`config.mk`:
```
export PLATFORM = sky130hd
export DESIGN_NAME = uart_tx
export DESIGN_NICKNAME = d
export VERILOG_FILES = /design/src/rtl/uart_tx.sv
export SDC_FILE = /design/constraint.sdc
export NUM_CORES = 1
export LEC_CHECK = 0
export ABC_AREA = 1
export CORE_MARGIN = 3
export CORE_UTILIZATION = 55
export CTS_BUF_LIST = sky130_fd_sc_hd__clkbuf_16
export DETAILED_ROUTE_END_ITERATION = 8
export PLACE_DENSITY = 0.76
export SYNTH_ARGS = -nofsm -noshare
export SYNTH_HDL_FRONTEND = slang
export SYNTH_SLANG_ARGS = --single-unit
```
`constraint.sdc`:
```
create_clock -name clock -period 2.2 [get_ports clock]
set_input_delay 0.33 -clock clock [delete_from_list [all_inputs] [get_ports clock]]
set_output_delay 0.33 -clock clock [all_outputs]
set_load 0.02 [all_outputs]
```
`src/rtl/uart_tx.sv`:
```
// UART transmitter: 8 data bits LSB first, even parity, one stop bit, with a
// one-entry holding buffer so consecutive frames can run with no idle gap.
module uart_tx #(
  parameter int unsigned BR_count_width  = 5,
  parameter int unsigned BR_clock_cycles = 20
) (
  input  logic       clock,
  input  logic       reset,
  input  logic       TX_en,
  input  logic [7:0] data_in,
  input  logic       data_valid,
  output logic       ready,
  output logic       TX,
  output logic       busy,
  output logic       tx_done
);

  localparam logic [2:0] S_IDLE   = 3'd0;
  localparam logic [2:0] S_START  = 3'd1;
  localparam logic [2:0] S_DATA   = 3'd2;
  localparam logic [2:0] S_PARITY = 3'd3;
  localparam logic [2:0] S_STOP   = 3'd4;

  localparam logic [BR_count_width-1:0] BIT_LAST = BR_count_width'(BR_clock_cycles - 1);

  logic [2:0]                r_state, w_state_d;
  logic [BR_count_width-1:0] r_count, w_count_d;
  logic [2:0]                r_idx, w_idx_d;
  logic [7:0]                r_shift, w_shift_d;
  logic                      r_parity, w_parity_d;
  logic [7:0]                r_buf, w_buf_d;
  logic                      r_buf_full, w_buf_full_d;
  logic                      r_tx, w_tx_d;

  logic       w_bit_trig;
  logic       w_accept;
  logic       w_end_of_stop;
  logic       w_start_frame;
  logic [7:0] w_load_byte;

  assign busy          = (r_state != S_IDLE);
  assign w_bit_trig    = busy && (r_count == BIT_LAST);
  assign ready         = TX_en && !r_buf_full;
  assign w_accept      = data_valid && ready;
  assign w_end_of_stop = (r_state == S_STOP) && w_bit_trig;
  assign tx_done       = w_end_of_stop;
  assign TX            = r_tx;

  // A held byte always wins at end of stop; ready is low while the buffer is full.
  assign w_start_frame = ((r_state == S_IDLE) && w_accept) ||
                         (w_end_of_stop && (r_buf_full || w_accept));
  assign w_load_byte   = r_buf_full ? r_buf : data_in;

  always_comb begin
    w_state_d    = r_state;
    w_count_d    = r_count;
    w_idx_d      = r_idx;
    w_shift_d    = r_shift;
    w_parity_d   = r_parity;
    w_buf_d      = r_buf;
    w_buf_full_d = r_buf_full;

    if (busy) begin
      w_count_d = w_bit_trig ? '0 : r_count + 1'b1;
    end

    case (r_state)
      S_IDLE: ;
      S_START: begin
        if (w_bit_trig) begin
          w_state_d = S_DATA;
          w_idx_d   = 3'd0;
        end
      end
      S_DATA: begin
        if (w_bit_trig) begin
          if (r_idx == 3'd7) begin
            w_state_d = S_PARITY;
          end else begin
            w_shift_d = {1'b0, r_shift[7:1]};
            w_idx_d   = r_idx + 3'd1;
          end
        end
      end
      S_PARITY: begin
        if (w_bit_trig) w_state_d = S_STOP;
      end
      S_STOP: begin
        if (w_bit_trig) w_state_d = S_IDLE;
      end
      default: w_state_d = S_IDLE;
    endcase

    if (w_start_frame) begin
      w_state_d  = S_START;
      w_count_d  = '0;
      w_idx_d    = 3'd0;
      w_shift_d  = w_load_byte;
      w_parity_d = ^w_load_byte;
    end

    if (w_end_of_stop && r_buf_full) begin
      w_buf_full_d = 1'b0;
    end else if (w_accept && busy && !w_end_of_stop) begin
      w_buf_d      = data_in;
      w_buf_full_d = 1'b1;
    end

    case (w_state_d)
      S_START:  w_tx_d = 1'b0;
      S_DATA:   w_tx_d = w_shift_d[0];
      S_PARITY: w_tx_d = w_parity_d;
      default:  w_tx_d = 1'b1;
    endcase
  end

  always_ff @(posedge clock or negedge reset) begin
    if (!reset) begin
      r_state    <= S_IDLE;
      r_count    <= '0;
      r_idx      <= 3'd0;
      r_shift    <= 8'd0;
      r_parity   <= 1'b0;
      r_buf      <= 8'd0;
      r_buf_full <= 1'b0;
      r_tx       <= 1'b1;
    end else begin
      r_state    <= w_state_d;
      r_count    <= w_count_d;
      r_idx      <= w_idx_d;
      r_shift    <= w_shift_d;
      r_parity   <= w_parity_d;
      r_buf      <= w_buf_d;
      r_buf_full <= w_buf_full_d;
      r_tx       <= w_tx_d;
    end
  end

endmodule
```
==> summary.txt <==
Hold path
  – Hold Crit Class: input pin to asynchronous set/reset pin

Final layout
  – Area Growth Syn to Fin: 18.9%
  – Cell area after layout: 2190 sq um
  – Final net count: 297
  – # diodes: 0
  – Share of cells above drive strength 1: 10.2%

STA
  – Setup Total Neg Slack: 0 ps
  – Fin crit period: 2040 ps
  – Final WS setup: 156 ps
  – Rel. slew slack: between 70 and 80%
  – Max Fclk: around 500 MHz
  – Final worst-path cycle share: about 93%
  – Worst Tran Pin Value: 394 ps
  – Final number of max-transition violations: 0
  – RSZ-0062 raised after global routing: no
  – Final Hold Fails: 0
  – Final clock skew: approximately 3.8 ps
  – Final setup viols: 0

Clock network
  – Post-CTS resize count: 1
  – # hold bufs at CTS: 0
  – CTS Buf Count: 5
  – Worst-case clock buffer depth: 2
  – Clk sinks: 30
  – CTS root buffer: clkbuf_16
  – Clk Latency, worst-skew pair: 270 ps
  – Number of H-tree levels: 2
  – CTS tree: built
  – CTS clk-pin slew, worst paths: 50 ps
  – Postcts setup bufs: 0

Placed design
  – DP Area: 2050 sq um
  – DP HPWL: about 2.8 mm
  – Port Buf Inserts: 15
  – GP Congestion: roughly 0.86
  – Dpl ws: 274 ps

Routing
  – 1st-iter DRT viols: 109
  – Avg WL per Cell: 12.1 um
  – DRC violations left: 0
  – Vias: 1,655
  – Vias/cell: 5.06
  – ANT nets after route: 0
  – WL final: 3.95 mm
  – DRT Pass-1 Iters: 4

Synth
  – Mapped Cells: between 200 and 300
  – Cell taking the most area after synthesis: dfrtp_1
  – Proportion of netlist area held by the largest area contributor: 39.5%
  – Number of flops mapped to enable cells by yosys: 0
  – Post-synth cell types: 30
  – Mean area per synthesized cell: 7.13 sq um
  – Yosys Warn Count: 0
  – Asr flop ratio synth: 100%
  – Synth Register Bits: 30
  – Seq/Total Area, Yosys: 40.9%
  – Mapped Nets: 273
  – Post-Syn Area: approximately 1800 sq um
  – Synth top cells by count: nand2_1 (101), inv_1 (34), dfrtp_1 (29)
  – Synth Flop Type: dfrtp_1
  – Count leader, synth: nand2_1
  – Top cells by area, synth: dfrtp_1 (39%), nand2_1 (21%), inv_1 (6.9%), nand3_1 (4.4%), o21ai_2 (4.3%)

Die
  – Row count: 20
  – Core Region: 3130 sq um
  – Initial Util: 58.8%
  – Die area: a little over 4000 sq um
  – Die Y: between 60 and 70 um
  – Die X: 63.8 um
  – # IOs: 16

Setup path
  – Cell family with most CP delay: buffers and inverters
  – CP max stage delay: 660 ps
  – Crit-path slowest cell: clkdlybuf4s50_1
  – Worst Path Required: 1870 ps
  – Reg-to-reg slack, setup: 440 ps
  – CP endpoint kind: output port
  – Crit-path cells: inv_1 -> nand2_1 -> clkdlybuf4s50_1
  – Crit path buf inv count: 2
  – CP Data Arrival Time: 1710 ps
  – Startpoint Class: flop
  – Kind of critical path: flop to output port
  – CP max FO: 7

Run status
  – Outcome: finished, final reports clean

Global routing
  – Global route overflow: 0
  – Initial antenna violation count: 0
  – Vias in the first global route: between 1,500 and 2,000
  – First-pass GRT wire length: 7.20 mm
  – Total GRT Usage: between 20 and 25%
  – Largest net degree at the start of global routing: 31

Power
  – Leakage dissipation: between 0.001 and 0.0015 uW
  – Pwr dens: 559 nW/um^2
  – Max IR drop VDD: 388 uV

Run
  – Max_cap viols: 0
## state kept, by name, summed over array words and instances (netlist names)
name / flops
r_buf_full: 1
r_parity: 1
r_state: 3
TX: 1
r_buf: 8
r_count: 5
r_idx: 3
r_shift: 8
## final timing paths
| kind | cells past startpoint | to | start |
|---|---|---|---|
| max in group asynchronous | 2 | TX | reset |
| min in group clock | 2 | r_buf[4] | r_buf[4] |
| worst max-delay path | 3 | busy | r_state[2] |
| worst max register to register | 9 | r_buf[2] | r_count[0] |
| worst min register to register | 2 | r_buf[4] | r_buf[4] |
| worst min-delay path | 2 | r_state[0] | reset |
## power by group
| group | switching (uW) | leakage (uW) | internal, uW | total (uW) |
|---|---|---|---|---|
| logic | 20.1 | 0.000754 | 19.4 | 39.5 |
| registers | 0 | 0.000369 | 553 | 553 |
| clock network | 223 | 0.0000724 | 407 | 630 |
## cells in the final DEF, fill, tap and decap left out
master / count
nand3b_1: 2
clkdlybuf4s50_1: 14
nand3_1: 16
dfstp_2: 1
nor2_1: 17
o31ai_1: 1
o21ai_2: 9
clkinv_1: 1
inv_2: 1
o211a_1: 1
nand2_4: 1
nand2_2: 1
clkbuf_16: 5
inv_1: 35
o21a_1: 1
o221ai_1: 2
ha_1: 3
nor2_4: 1
buf_4: 8
o21ai_0: 14
nand2_1: 101
xor2_1: 3
clkinv_2: 1
a21oi_1: 6
dlygate4sd2_1: 1
nor2_2: 1
nand4_1: 3
or3_1: 1
o211ai_1: 1
nor3_1: 1
o22ai_1: 1
dfrtp_1: 29
## layer usage
| layer | vias up | track usage, % | part of all wire, % |
|---|---|---|---|
| li1 | 862 | - | - |
| met1 | 742 | 30.4 | 48 |
| met2 | 42 | 34.8 | 47 |
| met3 | 9 | 4.57 | 4.0 |
| met4 | 0 | 7.55 | 1.1 |
| met5 | - | 0 | 0 |
## layout make-up
class,instances,area [sq um]
sequential,30,752
clock buffer,5,125
inverter,35,131
tap,44,55.1
timing repair buffer,23,209
fill,260,941
multi-input combinational,187,902
clock inverter,3,12.5
## cells by family after synthesis
kind of cell,count (synthesis),synth area share [%]
compound gates,36,12.8
xor+xnor,3,1.43
fa+ha+maj,3,2.04
buf+inv,41,10.1
flops,30,40.9
simple gates,145,32.8
## worst reg2reg max path, stage by stage, from the launching register on
cell     delay (ps)
dfrtp_1         410
ha_1            250
nand2_1          70
inv_1            60
nand2_4         110
nor2_4           50
or3_1           300
buf_4           210
nand2_1         120
o21ai_2          60
## stage by stage
step / total power [uW] / util [%] / std cells / hold WS, ps
floorplan: 569 / - / 258 / 34.4
global placement: 602 / 65.6 / 319 / 468
detailed placement: 602 / 65.6 / 319 / 470
CTS: 1230 / 69.9 / 327 / 471
global route: 1260 / 69.9 / 327 / 493
finish: 1220 / 69.9 / 327 / 449
No activity file was read; power rests on OpenSTA's default activity.
==> RTL change, RTL diff (config.mk and constraints unchanged) <==
Put one more register stage on the output `TX`, without a reset. The value now appears one clock later. The other outputs are not delayed to match.
--- a/src/rtl/uart_tx.sv
+++ b/src/rtl/uart_tx.sv
@@ -46,3 +46,5 @@
   assign tx_done       = w_end_of_stop;
-  assign TX            = r_tx;
+  always_ff @(posedge clock) begin
+    TX <= r_tx;
+  end
 
Check against the original RTL: not equivalent (Yosys sat finds a counterexample within 4 cycles, from zero or initial values and one cycle with reset low).
==> RTL change against the original RTL <==
  * Critical path depth stayed put
  * Synthesized cell count up 0.39%
  * Routed wire length fell by 1.8%
  * Worst setup slack improved by 0.025 ns
  * Sequential cell count increased by 1
  * Clock power up 21%
  * First-iteration DRC count down 24%
  * Final area is 1.6% higher
  * Area after synthesis rose by 1.1%
  * Sequential power rose by 3%
  * Largest power group unchanged
  * Power increased by 13%
==> RTL change: results (changes against the original RTL) <==
INFO  pwr            power.leakage=1.22nW [+1.8%]
INFO  place          dpl.cell_count=318 [-0.31%]
INFO  synthesis      net_count_after_synthesis=274 [+0.37%]
INFO  grt            global_route.usage.total=21.5% [-0.70 points]
INFO  synthesis      asyncSetResetFlopFracSynth=96.8% [-3.2 points]
INFO  place          detailedPlacementHpwl=2770µm [-2.7%]
INFO  cells_and_area layoutNonFillerInstCount=326 [-0.31%]
INFO  synthesis      netlist_top_cells_area=sky130_fd_sc_hd__dfrtp_1 (39%), sky130_fd_sc_hd__nand2_1 (20%), sky130_fd_sc_hd__inv_1 (6.9%), sky130_fd_sc_hd__nand3_1 (4.3%), sky130_fd_sc_hd__o21ai_2 (4.2%)
INFO  detailed_routing vias_per_cell=5.13 [+1.5%]
INFO  detailed_routing detail_route.first_pass.iterations=4 [unchanged]
INFO  worst_hold_path min-delay-path-class=flop to flop
INFO  cells_and_area design.final.nets=296 [-0.34%]
INFO  detailed_routing final_routed_wirelength=3880µm [-1.8%]
INFO  worst_setup_path rr_worst_depth=9 [unchanged]
INFO  grt            grt_pass1_vias=1561 [-0.51%]
INFO  detailed_routing drt-initial-drc-count=83 [-24%]
INFO  grt            grt_first_pass_wirelength=6780µm [-5.9%]
INFO  synthesis      avgSynthCellArea=7.18µm² [+0.70%]
INFO  synthesis      synth_sequential_area_ratio=41.5% [+0.64 points]
INFO  place          place_area=2060µm² [+0.24%]
INFO  run_status     result_of_the_run=finished clean
INFO  place          place.gp.congestion=0.822 [-4.7%]
INFO  worst_setup_path worst_r2r_startpoint=r_buf_full
INFO  cells_and_area final_layout_size_suffix_gt1_share=9.93% [-0.32 points]
INFO  worst_setup_path worst-endpoint-arrival=1.69ns [-0.02 ns]
INFO  timing         worst_clock_skew=0.00340ns [-0.000373 ns]
RTL change: worst max-delay path: stages, from the launching register on:
cell	delay, ns
sky130_fd_sc_hd__dfrtp_1	0.39
sky130_fd_sc_hd__inv_1	0.12
sky130_fd_sc_hd__nand2_1	0.25
sky130_fd_sc_hd__clkdlybuf4s50_1	0.66
RTL change: cell families (layout without fill, tap and decap cells):
family	Yosys count	in the layout	share of synthesized area, %
simple gates	145	145	32.4
compound gates	36	36	12.7
flops	31	31	41.5
buf+inv	41	64	9.96
xor+xnor	3	3	1.41
fa+ha+maj	3	3	2.02
RTL change: repair_timing:
action	in CTS	in global routing
buffers inserted	0	0
endpoints found under the setup margin	0	1
gates resized for setup	0	1
RTL change: per-layer routing:
metal	global-route usage, %	routed length [µm]
met5	0	0
met4	9.50	69
met3	4.92	161
met2	34.6	1780
met1	27.6	1860
RTL change: report_power, final:
part           leakage (nW)  switching, mW  internal [mW]
Combinational         0.758         0.0205         0.0194
Sequential            0.377              0          0.571
Clock                0.0812          0.239          0.527
RTL change: how the worst min path moves through the flow:
stage / to / slack [ns] / depth (start not counted)
3_5_place_dp: TX / 0.39 / 0
5_1_grt: TX / 0.40 / 0
4_1_cts: TX / 0.40 / 0
3_3_place_gp: TX / 0.39 / 0
2_1_floorplan: r_buf[0] / 0.03 / 0
6_report: TX / 0.40 / 0
RTL change: area by class of cell:
class	count	area [µm²]
timing repair buffer	21	198
multi-input combinational	187	902
sequential	31	772
tap	44	55.1
inverter	35	131
clock inverter	3	38.8
fill	253	906
clock buffer	5	125
RTL change: metrics by stage:
stage | setup WS [ns] | utilization (%) | power (mW)
after floorplan | 0.514 | - | 0.587
after global placement | 0.348 | 65.7 | 0.620
after detailed placement | 0.318 | 65.7 | 0.621
after CTS | 0.0237 | 71.0 | 1.39
after global routing | 0.102 | 71.0 | 1.41
final | 0.181 | 71.0 | 1.38
